## src/rtl/divider_32bit_ctrl_if.sv

```systemverilog
// Handshake and result bundle between the ALU sequencer (master) and the
// multi-cycle divider (slave).
interface divider_32bit_ctrl_if;
  logic        start;
  logic        is_signed;
  logic [31:0] dividend;
  logic [31:0] divisor;
  logic        busy;
  logic        done;
  logic [31:0] quotient;
  logic [31:0] remainder;
  logic        div_by_zero;

  modport master (
    output start, is_signed, dividend, divisor,
    input  busy, done, quotient, remainder, div_by_zero
  );

  modport slave (
    input  start, is_signed, dividend, divisor,
    output busy, done, quotient, remainder, div_by_zero
  );
endinterface

```

## src/rtl/divider_32bit_ctrl.sv

```systemverilog
// Multi-cycle restoring divider: one shared 32-bit subtractor, one quotient
// bit per cycle, with signed magnitude conversion and sign fix-up.

module subtractor_32bit (
  input  logic [31:0] a,
  input  logic [31:0] b,
  output logic [31:0] diff
);
  assign diff = a - b;
endmodule

module divider_32bit_ctrl #(
  parameter int WIDTH = 32,
  parameter int CNT_W = 6
) (
  input  logic                 clk,
  input  logic                 reset,
  divider_32bit_ctrl_if.slave  bus
);

  typedef enum logic [2:0] {
    S_IDLE  = 3'd0,
    S_SETUP = 3'd1,
    S_ITER  = 3'd2,
    S_FIXUP = 3'd3,
    S_DONE  = 3'd4
  } state_t;

  state_t             state_r;
  state_t             state_s;
  logic [CNT_W-1:0]   cnt_r;
  logic [WIDTH-1:0]   dvd_r;
  logic [WIDTH-1:0]   dvs_r;
  logic [WIDTH-1:0]   q_r;
  logic [WIDTH-1:0]   rem_r;
  logic               sgn_r;
  logic               neg_q_r;
  logic               neg_r_r;
  logic               busy_r;
  logic               done_r;
  logic               dbz_r;
  logic [WIDTH-1:0]   quotient_r;
  logic [WIDTH-1:0]   remainder_r;

  logic [WIDTH-1:0]   shifted_s;
  logic [WIDTH-1:0]   diff_s;
  logic               borrow_s;
  logic [WIDTH-1:0]   q_fix_s;
  logic [WIDTH-1:0]   r_fix_s;
  logic               dvs_zero_s;

  function automatic logic [WIDTH-1:0] twos_neg(input logic [WIDTH-1:0] v);
    return (~v) + {{(WIDTH-1){1'b0}}, 1'b1};
  endfunction

  function automatic logic [WIDTH-1:0] magnitude(input logic [WIDTH-1:0] v, input logic sgn);
    return (sgn && v[WIDTH-1]) ? twos_neg(v) : v;
  endfunction

  // The shift-in bit comes from the dividend bits still parked in q_r.
  assign shifted_s  = {rem_r[WIDTH-2:0], q_r[WIDTH-1]};
  assign dvs_zero_s = (dvs_r == {WIDTH{1'b0}});

  subtractor_32bit u_sub (
    .a    (shifted_s),
    .b    (dvs_r),
    .diff (diff_s)
  );

  assign borrow_s = (~shifted_s[WIDTH-1] & dvs_r[WIDTH-1]) |
                    (~(shifted_s[WIDTH-1] ^ dvs_r[WIDTH-1]) & diff_s[WIDTH-1]);

  assign q_fix_s = (sgn_r && neg_q_r) ? twos_neg(q_r)   : q_r;
  assign r_fix_s = (sgn_r && neg_r_r) ? twos_neg(rem_r) : rem_r;

  // State register.
  always_ff @(posedge clk) begin
    if (reset) begin
      state_r <= S_IDLE;
    end else begin
      state_r <= state_s;
    end
  end

  // Next-state logic.
  always_comb begin
    state_s = state_r;
    case (state_r)
      S_IDLE: begin
        if (bus.start) state_s = S_SETUP;
        else           state_s = S_IDLE;
      end
      S_SETUP: begin
        if (dvs_zero_s) state_s = S_DONE;
        else            state_s = S_ITER;
      end
      S_ITER: begin
        if (cnt_r == {{(CNT_W-1){1'b0}}, 1'b1}) state_s = S_FIXUP;
        else                                    state_s = S_ITER;
      end
      S_FIXUP: state_s = S_DONE;
      S_DONE:  state_s = S_IDLE;
      default: state_s = S_IDLE;
    endcase
  end

  // Operand capture, iteration datapath and result registers.
  always_ff @(posedge clk) begin
    if (reset) begin
      cnt_r       <= {CNT_W{1'b0}};
      dvd_r       <= {WIDTH{1'b0}};
      dvs_r       <= {WIDTH{1'b0}};
      q_r         <= {WIDTH{1'b0}};
      rem_r       <= {WIDTH{1'b0}};
      sgn_r       <= 1'b0;
      neg_q_r     <= 1'b0;
      neg_r_r     <= 1'b0;
      dbz_r       <= 1'b0;
      quotient_r  <= {WIDTH{1'b0}};
      remainder_r <= {WIDTH{1'b0}};
    end else begin
      case (state_r)
        S_IDLE: begin
          if (bus.start) begin
            dvd_r <= bus.dividend;
            dvs_r <= bus.divisor;
            sgn_r <= bus.is_signed;
            dbz_r <= 1'b0;
          end
        end
        S_SETUP: begin
          if (dvs_zero_s) begin
            quotient_r  <= {WIDTH{1'b1}};
            remainder_r <= dvd_r;
            dbz_r       <= 1'b1;
          end else begin
            q_r     <= magnitude(dvd_r, sgn_r);
            dvs_r   <= magnitude(dvs_r, sgn_r);
            neg_q_r <= dvd_r[WIDTH-1] ^ dvs_r[WIDTH-1];
            neg_r_r <= dvd_r[WIDTH-1];
            rem_r   <= {WIDTH{1'b0}};
            cnt_r   <= CNT_W'(WIDTH);
          end
        end
        S_ITER: begin
          rem_r <= borrow_s ? shifted_s : diff_s;
          q_r   <= {q_r[WIDTH-2:0], ~borrow_s};
          cnt_r <= cnt_r - {{(CNT_W-1){1'b0}}, 1'b1};
        end
        S_FIXUP: begin
          quotient_r  <= q_fix_s;
          remainder_r <= r_fix_s;
        end
        default: begin
          cnt_r <= cnt_r;
        end
      endcase
    end
  end

  // Status flags track the state being entered so they line up with it.
  always_ff @(posedge clk) begin
    if (reset) begin
      busy_r <= 1'b0;
      done_r <= 1'b0;
    end else begin
      busy_r <= (state_s == S_SETUP) || (state_s == S_ITER) || (state_s == S_FIXUP);
      done_r <= (state_s == S_DONE);
    end
  end

  assign bus.busy        = busy_r;
  assign bus.done        = done_r;
  assign bus.quotient    = quotient_r;
  assign bus.remainder   = remainder_r;
  assign bus.div_by_zero = dbz_r;

endmodule

```

## src/flat_wrapper.sv

```systemverilog
// flat-port wrapper written by rule: the top's interface ports become plain ports
module divider_32bit_ctrl_flat 
#(
  parameter int WIDTH = 32,
  parameter int CNT_W = 6
)
  (clk, reset, bus_start, bus_is_signed, bus_dividend, bus_divisor, bus_busy, bus_done, bus_quotient, bus_remainder, bus_div_by_zero);
  divider_32bit_ctrl_if bus_i ();
  input  logic clk;
  input  logic reset;
  input wire logic [$bits(bus_i.start)-1:0] bus_start;
  input wire logic [$bits(bus_i.is_signed)-1:0] bus_is_signed;
  input wire logic [$bits(bus_i.dividend)-1:0] bus_dividend;
  input wire logic [$bits(bus_i.divisor)-1:0] bus_divisor;
  output wire logic [$bits(bus_i.busy)-1:0] bus_busy;
  output wire logic [$bits(bus_i.done)-1:0] bus_done;
  output wire logic [$bits(bus_i.quotient)-1:0] bus_quotient;
  output wire logic [$bits(bus_i.remainder)-1:0] bus_remainder;
  output wire logic [$bits(bus_i.div_by_zero)-1:0] bus_div_by_zero;
  assign bus_i.start = bus_start;
  assign bus_i.is_signed = bus_is_signed;
  assign bus_i.dividend = bus_dividend;
  assign bus_i.divisor = bus_divisor;
  assign bus_busy = bus_i.busy;
  assign bus_done = bus_i.done;
  assign bus_quotient = bus_i.quotient;
  assign bus_remainder = bus_i.remainder;
  assign bus_div_by_zero = bus_i.div_by_zero;
  divider_32bit_ctrl #(.WIDTH(WIDTH), .CNT_W(CNT_W)) u_core (.clk(clk), .reset(reset), .bus(bus_i));
endmodule
```

## config.mk

```make
export PLATFORM = sky130hd
export DESIGN_NAME = divider_32bit_ctrl_flat
export DESIGN_NICKNAME = d
export VERILOG_FILES = /design/src/rtl/divider_32bit_ctrl_if.sv /design/src/rtl/divider_32bit_ctrl.sv /design/src/flat_wrapper.sv
export SDC_FILE = /design/constraint.sdc
export NUM_CORES = 1
export LEC_CHECK = 0
export ABC_AREA = 1
export CORE_ASPECT_RATIO = 2
export CORE_MARGIN = 10
export CORE_UTILIZATION = 55
export CTS_CLUSTER_SIZE = 10
export DETAILED_ROUTE_END_ITERATION = 7
export PLACE_DENSITY = 0.76
export SETUP_SLACK_MARGIN = 0.5
export SLEW_MARGIN = 20
export SYNTH_ARGS = -nofsm -noshare
export SYNTH_HDL_FRONTEND = slang
export SYNTH_SLANG_ARGS = --single-unit
```

## constraint.sdc

```tcl
create_clock -name clk -period 5 [get_ports clk]
set_input_delay 1 -clock clk [delete_from_list [all_inputs] [get_ports clk]]
set_output_delay 1 -clock clk [all_outputs]
set_load 0.05 [all_outputs]
```

==> results.sh, run 1 <==
export IMPL_hp_class="reg2reg"
export IMPL_rsz0062_at_grt="no"
export IMPL_synth_cells=2333
export IMPL_violations="DRC"
export IMPL_dp_cells=2725
export IMPL_dieWidth_um=133
export IMPL_hold_violations=0
export IMPL_final_core_util_pct=64.1
export IMPL_synth_ff_type="dfxtp_1"
export IMPL_grt_pass1_vias=15800
export IMPL_synth_top_family_by_area="simple AND/OR/NAND/NOR gates"
export IMPL_yosys_area_share_adder_pct=3.56
export IMPL_tns_ns=0
export IMPL_status="complete, but fails checks"
export IMPL_wl_um=59400
export IMPL_criticalPathCategory="reg2reg"
export IMPL_cp_max_fo=20
export IMPL_globalRouteTotalUtil_pct=34.6
export IMPL_p_leak_uw=0.00747
export IMPL_cts_tree="yes"
export IMPL_cts_hold_fix_buffers=0
export IMPL_area_growth_pct=14.6
export IMPL_core_area_um2=25200
export IMPL_muxShareOfSynthArea_pct=0.354
export IMPL_num_rows=82
export IMPL_setup_viol=0
export IMPL_clkSinkCount=207
export IMPL_nets=2522
export IMPL_pre_cts_slack_ns=1.64
export IMPL_startpoint_type="flip-flop"
export IMPL_ys_warn_count=0
export IMPL_fin_skew_ns=0.0200
export IMPL_synthXorXnorAreaFrac_pct=1.24
export IMPL_grt_pass1_wl_um=88800
export IMPL_routabilityCongestion=1.04
export IMPL_start_util_pct=55.9
export IMPL_overflow=0
export IMPL_via_per_inst=6.00
export IMPL_slew_violations=0
export IMPL_setup_ws_ns=1.54
export IMPL_grt_max_degree=85
export IMPL_cts_repair_resized=0
export IMPL_dpl_hpwl_um=45000
export IMPL_maxSlewHeadroom_pct=26.9
export IMPL_tightestPinTransition_ns=1.10
export IMPL_end_kind="flip-flop"
export IMPL_synthArstFlopShare_pct=0
export IMPL_first_pass_iters=8
export IMPL_clk_latency_ns=0.54
export IMPL_synth_compound_area_share_pct=19.6
export IMPL_die_area_um2=32900
export IMPL_period_needed_ns=3.46
export IMPL_synth_edf_count=0
export IMPL_ys_seq_area_share_pct=29.3
export IMPL_arrival_ns=3.84
export IMPL_htreeDepth=1
export IMPL_min_period_over_period_pct=69.2
export IMPL_cts_buffers=24
export IMPL_cts_root_buf="clkbuf_16"
export IMPL_final_cell_count_no_fill=2753
export IMPL_io_pins=135
export IMPL_powerDensity_nw_per_um2=290
export IMPL_cap_violations=0
export IMPL_crit_required_ns=5.37
export IMPL_post_drt_wl_per_cell_um=21.6
export IMPL_synth_simple_gate_area_share_pct=34.4
export IMPL_dieHeight_um=247
export IMPL_antenna_found_initial=1
export IMPL_cts_clk_slew_worst_paths_ns=0.06
export IMPL_drt_iter0_markers=1575
export IMPL_drive_above_1_share_pct=3.89
export IMPL_cts_max_path_buffers=3
export IMPL_drc=4
export IMPL_post_cts_buffers=0
export IMPL_netlist_area_um2=14100
export IMPL_syn_nets=2440
export IMPL_final_antenna_net_count=0
export IMPL_synth_distinct_cells=51
export IMPL_synth_avg_cell_area_um2=6.05
export IMPL_io_buffer_count=134
export IMPL_peakVddDrop_uv=322
export IMPL_vias=16500
export IMPL_ys_ff_latch=207
export IMPL_fmax_mhz=289
synth_stat cells (14+ instances only):
master,count,area share (%)
nand4_1,41,1.8
o21ai_0,195,6.9
clkbuf_1,60,1.6
inv_1,303,8.1
xor2_1,16,0.99
dfxtp_1,207,29
nand2_1,559,15
nor2_1,250,6.6
o21ai_1,19,0.67
or2_2,14,0.62
nand3_1,205,7.3
a21oi_1,226,8.0
nor3_1,31,1.1
ha_1,37,3.3
o211ai_1,18,0.96
a31oi_1,28,1.2
path summary, 6_finish.rpt:
path | start | to | slack (ns) | depth (start not counted)
worst max-delay path | u_core.dvs_r[10] | u_core.rem_r[9] | 1.54 | 17
worst min register to register | u_core.bus.div_by_zero | u_core.bus.div_by_zero | 0.48 | 2
worst min-delay path | u_core.bus.div_by_zero | u_core.bus.div_by_zero | 0.48 | 2
worst max register to register | u_core.dvs_r[10] | u_core.rem_r[9] | 1.54 | 17
critical path: stages, from the launching register on:
cell and delay (ns):
dfxtp_1 0.43, inv_1 0.18, ha_1 0.38, nand2_1 0.09
nor2_1 0.23, nand3_1 0.12, nand3_1 0.19, nand2_1 0.10
nand2_1 0.09, nand2_1 0.05, nand3_1 0.08, fa_1 0.20
clkinv_1 0.34, buf_4 0.35, a21oi_1 0.14, o21ai_0 0.13
o211ai_1 0.12, a21oi_1 0.08
cell type report:
class | count | area, µm²
Sequential cell | 207 | 4140
Inverter | 315 | 1190
Multi-Input combinational cell | 1720 | 8360
Clock inverter | 1 | 16.3
Timing Repair Buffer | 147 | 1430
Fill cell | 2415 | 9050
Tap cell | 336 | 420
Clock buffer | 26 | 618
Antenna cell | 1 | 2.50
layer usage:
layer / GRT usage, % / share of wire [%] / up-vias / routed length, µm
li1: - / - / 7805 / -
met4: 35.2 / 12 / 0 / 7030
met2: 62.3 / 50 / 937 / 30000
met5: 0 / 0 / - / 0
met3: 4.95 / 6.1 / 312 / 3620
met1: 31.8 / 32 / 7462 / 18800
through the flow:
stage	cell area, µm²	power [µW]	hold slack (ns)
after floorplan	14100	2700	0.452
after global placement	15600	3100	0.463
after detailed placement	15600	3120	0.469
after CTS	16200	4650	0.478
after global routing	16200	4870	0.491
final	16200	4690	0.476
flip-flops by register name, summed over array words and instances, names as in the netlist:
name / flops
u_core.cnt_r: 6
u_core.bus.quotient: 32
u_core.bus.busy: 1
u_core.bus.div_by_zero: 1
u_core.neg_r_r: 1
u_core.dvd_r: 32
u_core.q_r: 32
u_core.state_r: 3
u_core.neg_q_r: 1
u_core.bus.done: 1
u_core.bus.remainder: 32
u_core.sgn_r: 1
u_core.dvs_r: 32
u_core.rem_r: 32
logic make-up after synthesis:
| group | after synthesis |
|---|---|
| AO/OA/AOI/OAI | 518 |
| AND/OR/NAND/NOR | 1138 |
| buffers and inverters | 406 |
| adder cells (fa/ha/maj) | 39 |
| multiplexers | 5 |
| XOR/XNOR | 20 |
| flip-flops | 207 |
where the power goes:
group | switching (µW) | total [µW] | internal [µW]
Clock | 687 | 1550 | 865
Combinational | 927 | 1300 | 371
Sequential | 102 | 1850 | 1740
layout by cell type, fill, tap and decap left out, types with 3 or more instances in the layout:
cell type and n:
nand2_1 559, inv_1 302, nor2_1 249, a21oi_1 226, dfxtp_1 207, nand3_1 204, o21ai_0 195, clkdlybuf4s50_1 133
nand4_1 41, ha_1 37, nor3_1 31, a31oi_1 28, clkbuf_16 24, o21ai_1 19, o211ai_1 18, xor2_1 16
or2_2 14, nor2_2 13, buf_4 13, o21bai_1 6, inv_2 6, o31ai_1 6, nand2_2 5, o221ai_1 5
o22ai_1 5, a22oi_1 5, mux2i_1 5, nor4_1 4, clkinv_1 4, xnor2_1 4, nand3_2 3
Note: power is estimated with default switching activity, not from simulation.
==> inputs of run 2 (changes only) <==
clock period = 3.2 ns   (was 5 ns; I/O delays follow)
==> results.sh, run 2 (synthesized netlist as in run 1, its figures left out) <==
export IMPL_nets=2571
export IMPL_wl_um=59500
export IMPL_hp_class="reg2reg"
export IMPL_routabilityCongestion=1.04
export IMPL_grt_pass1_vias=16100
export IMPL_htreeDepth=1
export IMPL_core_area_um2=25200
export IMPL_vias=16600
export IMPL_status="finished clean"
export IMPL_cts_max_path_buffers=3
export IMPL_post_drt_wl_per_cell_um=21.2
export IMPL_criticalPathCategory="reg2reg"
export IMPL_final_core_util_pct=68.6
export IMPL_start_util_pct=55.9
export IMPL_rsz0062_at_grt="yes"
export IMPL_maxSlewHeadroom_pct=34.3
export IMPL_tightestPinTransition_ns=0.977
export IMPL_reg2reg_depth=12
export IMPL_clkPwrFrac_pct=32.3
export IMPL_first_pass_iters=6
export IMPL_fmax_mhz=374
export IMPL_p_leak_uw=0.00783
export IMPL_antenna_found_initial=0
export IMPL_io_buffer_count=134
export IMPL_combPwrFrac_pct=29.2
export IMPL_n_antenna_cell=0
export IMPL_powerDensity_nw_per_um2=434
export IMPL_whs_path_depth=2
export IMPL_cap_violations=0
export IMPL_drc=0
export IMPL_dieWidth_um=133
export IMPL_p_seq_share_pct=38.4
export IMPL_final_antenna_net_count=0
export IMPL_setup_viol=0
export IMPL_period_needed_ns=2.67
export IMPL_overflow=0
export IMPL_layout_common_cells="543 x nand2_1, 278 x inv_1, 243 x nor2_1"
export IMPL_internal_power_uw=4760
export IMPL_via_per_inst=5.93
export IMPL_startpoint_type="flip-flop"
export IMPL_clkSinkCount=207
export IMPL_slew_violations=0
export IMPL_end_kind="flip-flop"
export IMPL_area_growth_pct=22.7
export IMPL_cp_max_fo=5
export IMPL_die_area_um2=32900
export IMPL_peakVddDrop_uv=402
export IMPL_crit_required_ns=3.60
export IMPL_dpl_hpwl_um=44600
export IMPL_num_rows=82
export IMPL_drive_above_1_share_pct=11.1
export IMPL_drt_iter0_markers=1706
export IMPL_min_period_over_period_pct=83.5
export IMPL_cts_clk_slew_worst_paths_ns=0.06
export IMPL_cts_root_buf="clkbuf_16"
export IMPL_grt_pass1_wl_um=89400
export IMPL_globalRouteTotalUtil_pct=34.6
export IMPL_fin_skew_ns=0.0207
export IMPL_switching_share_pct=36.7
export IMPL_final_common_cell="nand2_1"
export IMPL_dieHeight_um=247
export IMPL_p_sw_uw=2760
export IMPL_tns_ns=0
export IMPL_clk_latency_ns=0.55
export IMPL_io_pins=135
export IMPL_hold_violations=0
export IMPL_arrival_ns=3.07
export IMPL_cts_tree="yes"
export IMPL_cts_buffers=24
export IMPL_grt_max_degree=73
## run 2: cell count changes in the layout (fill, tap and decap cells not counted), sizes merged
cell | before | now
diode | 1 | 0
clkbuf | 26 | 30
buf | 14 | 60
## run 2: routing by layer
metal / GRT usage (%) / vias up / routed length, µm
met5: 0 / - / 0
li1: - / 7908 / -
met2: 63.9 / 834 / 30500
met1: 31.9 / 7574 / 18600
met4: 32.0 / 0 / 6840
met3: 4.59 / 293 / 3490
## run 2: path summary, 6_finish.rpt
kind	from	slack (ns)	endpoint
max	u_core.dvs_r[27]	0.53	u_core.rem_r[28]
min	u_core.bus.div_by_zero	0.48	u_core.bus.div_by_zero
max reg2reg	u_core.dvs_r[27]	0.53	u_core.rem_r[28]
min reg2reg	u_core.bus.div_by_zero	0.48	u_core.bus.div_by_zero
## run 2: what timing repair did
| action | 4_1_cts | 5_1_grt |
|---|---|---|
| cloned | 1 | 3 |
| setup endpoints to repair | 33 | 72 |
| gates resized for setup | 111 | 77 |
| buffers inserted | 5 | 7 |
| pin swaps | 6 | 12 |
| hold buffers | 0 | 0 |
## run 2: metrics by stage
stage / std cells / setup slack [ns] / area, µm² / total power (µW) / hold WS [ns]
final: 2802 / 0.529 / 17300 / 7520 / 0.483
after global placement: 2758 / 0.138 / 15800 / 4890 / 0.463
after CTS: 2792 / 0.501 / 17000 / 7410 / 0.484
after floorplan: 2333 / 0.504 / 14100 / 4230 / 0.452
after global routing: 2802 / 0.425 / 17300 / 7800 / 0.511
after detailed placement: 2758 / 0.111 / 15800 / 4920 / 0.472
## run 2: power groups by stage
stage	clock (µW)	combinational [µW]	sequential [µW]
floorplan	0	1260	2960
global placement	0	1980	2910
detailed placement	0	2000	2920
CTS	2440	2090	2880
global route	2510	2390	2900
finish	2430	2200	2890
## run 2: critical path: stages (launching register included)
cell and delay, ns:
dfxtp_1 0.40, inv_1 0.11, ha_1 0.37, nand2_1 0.17, nor2_1 0.06, nor2_1 0.36
nand2_1 0.10, a21oi_1 0.53, nand2_1 0.12, nand2_1 0.09, nand3_1 0.08, nand2_1 0.07
a21oi_1 0.05
## run 2: final cells by class
type / instances / area [µm²]
Timing Repair Buffer: 196 / 1930
Multi-Input combinational cell: 1720 / 8850
Sequential cell: 207 / 4240
Inverter: 315 / 1250
Tap cell: 336 / 420
Clock inverter: 1 / 16.3
Fill cell: 2279 / 7920
Clock buffer: 27 / 612
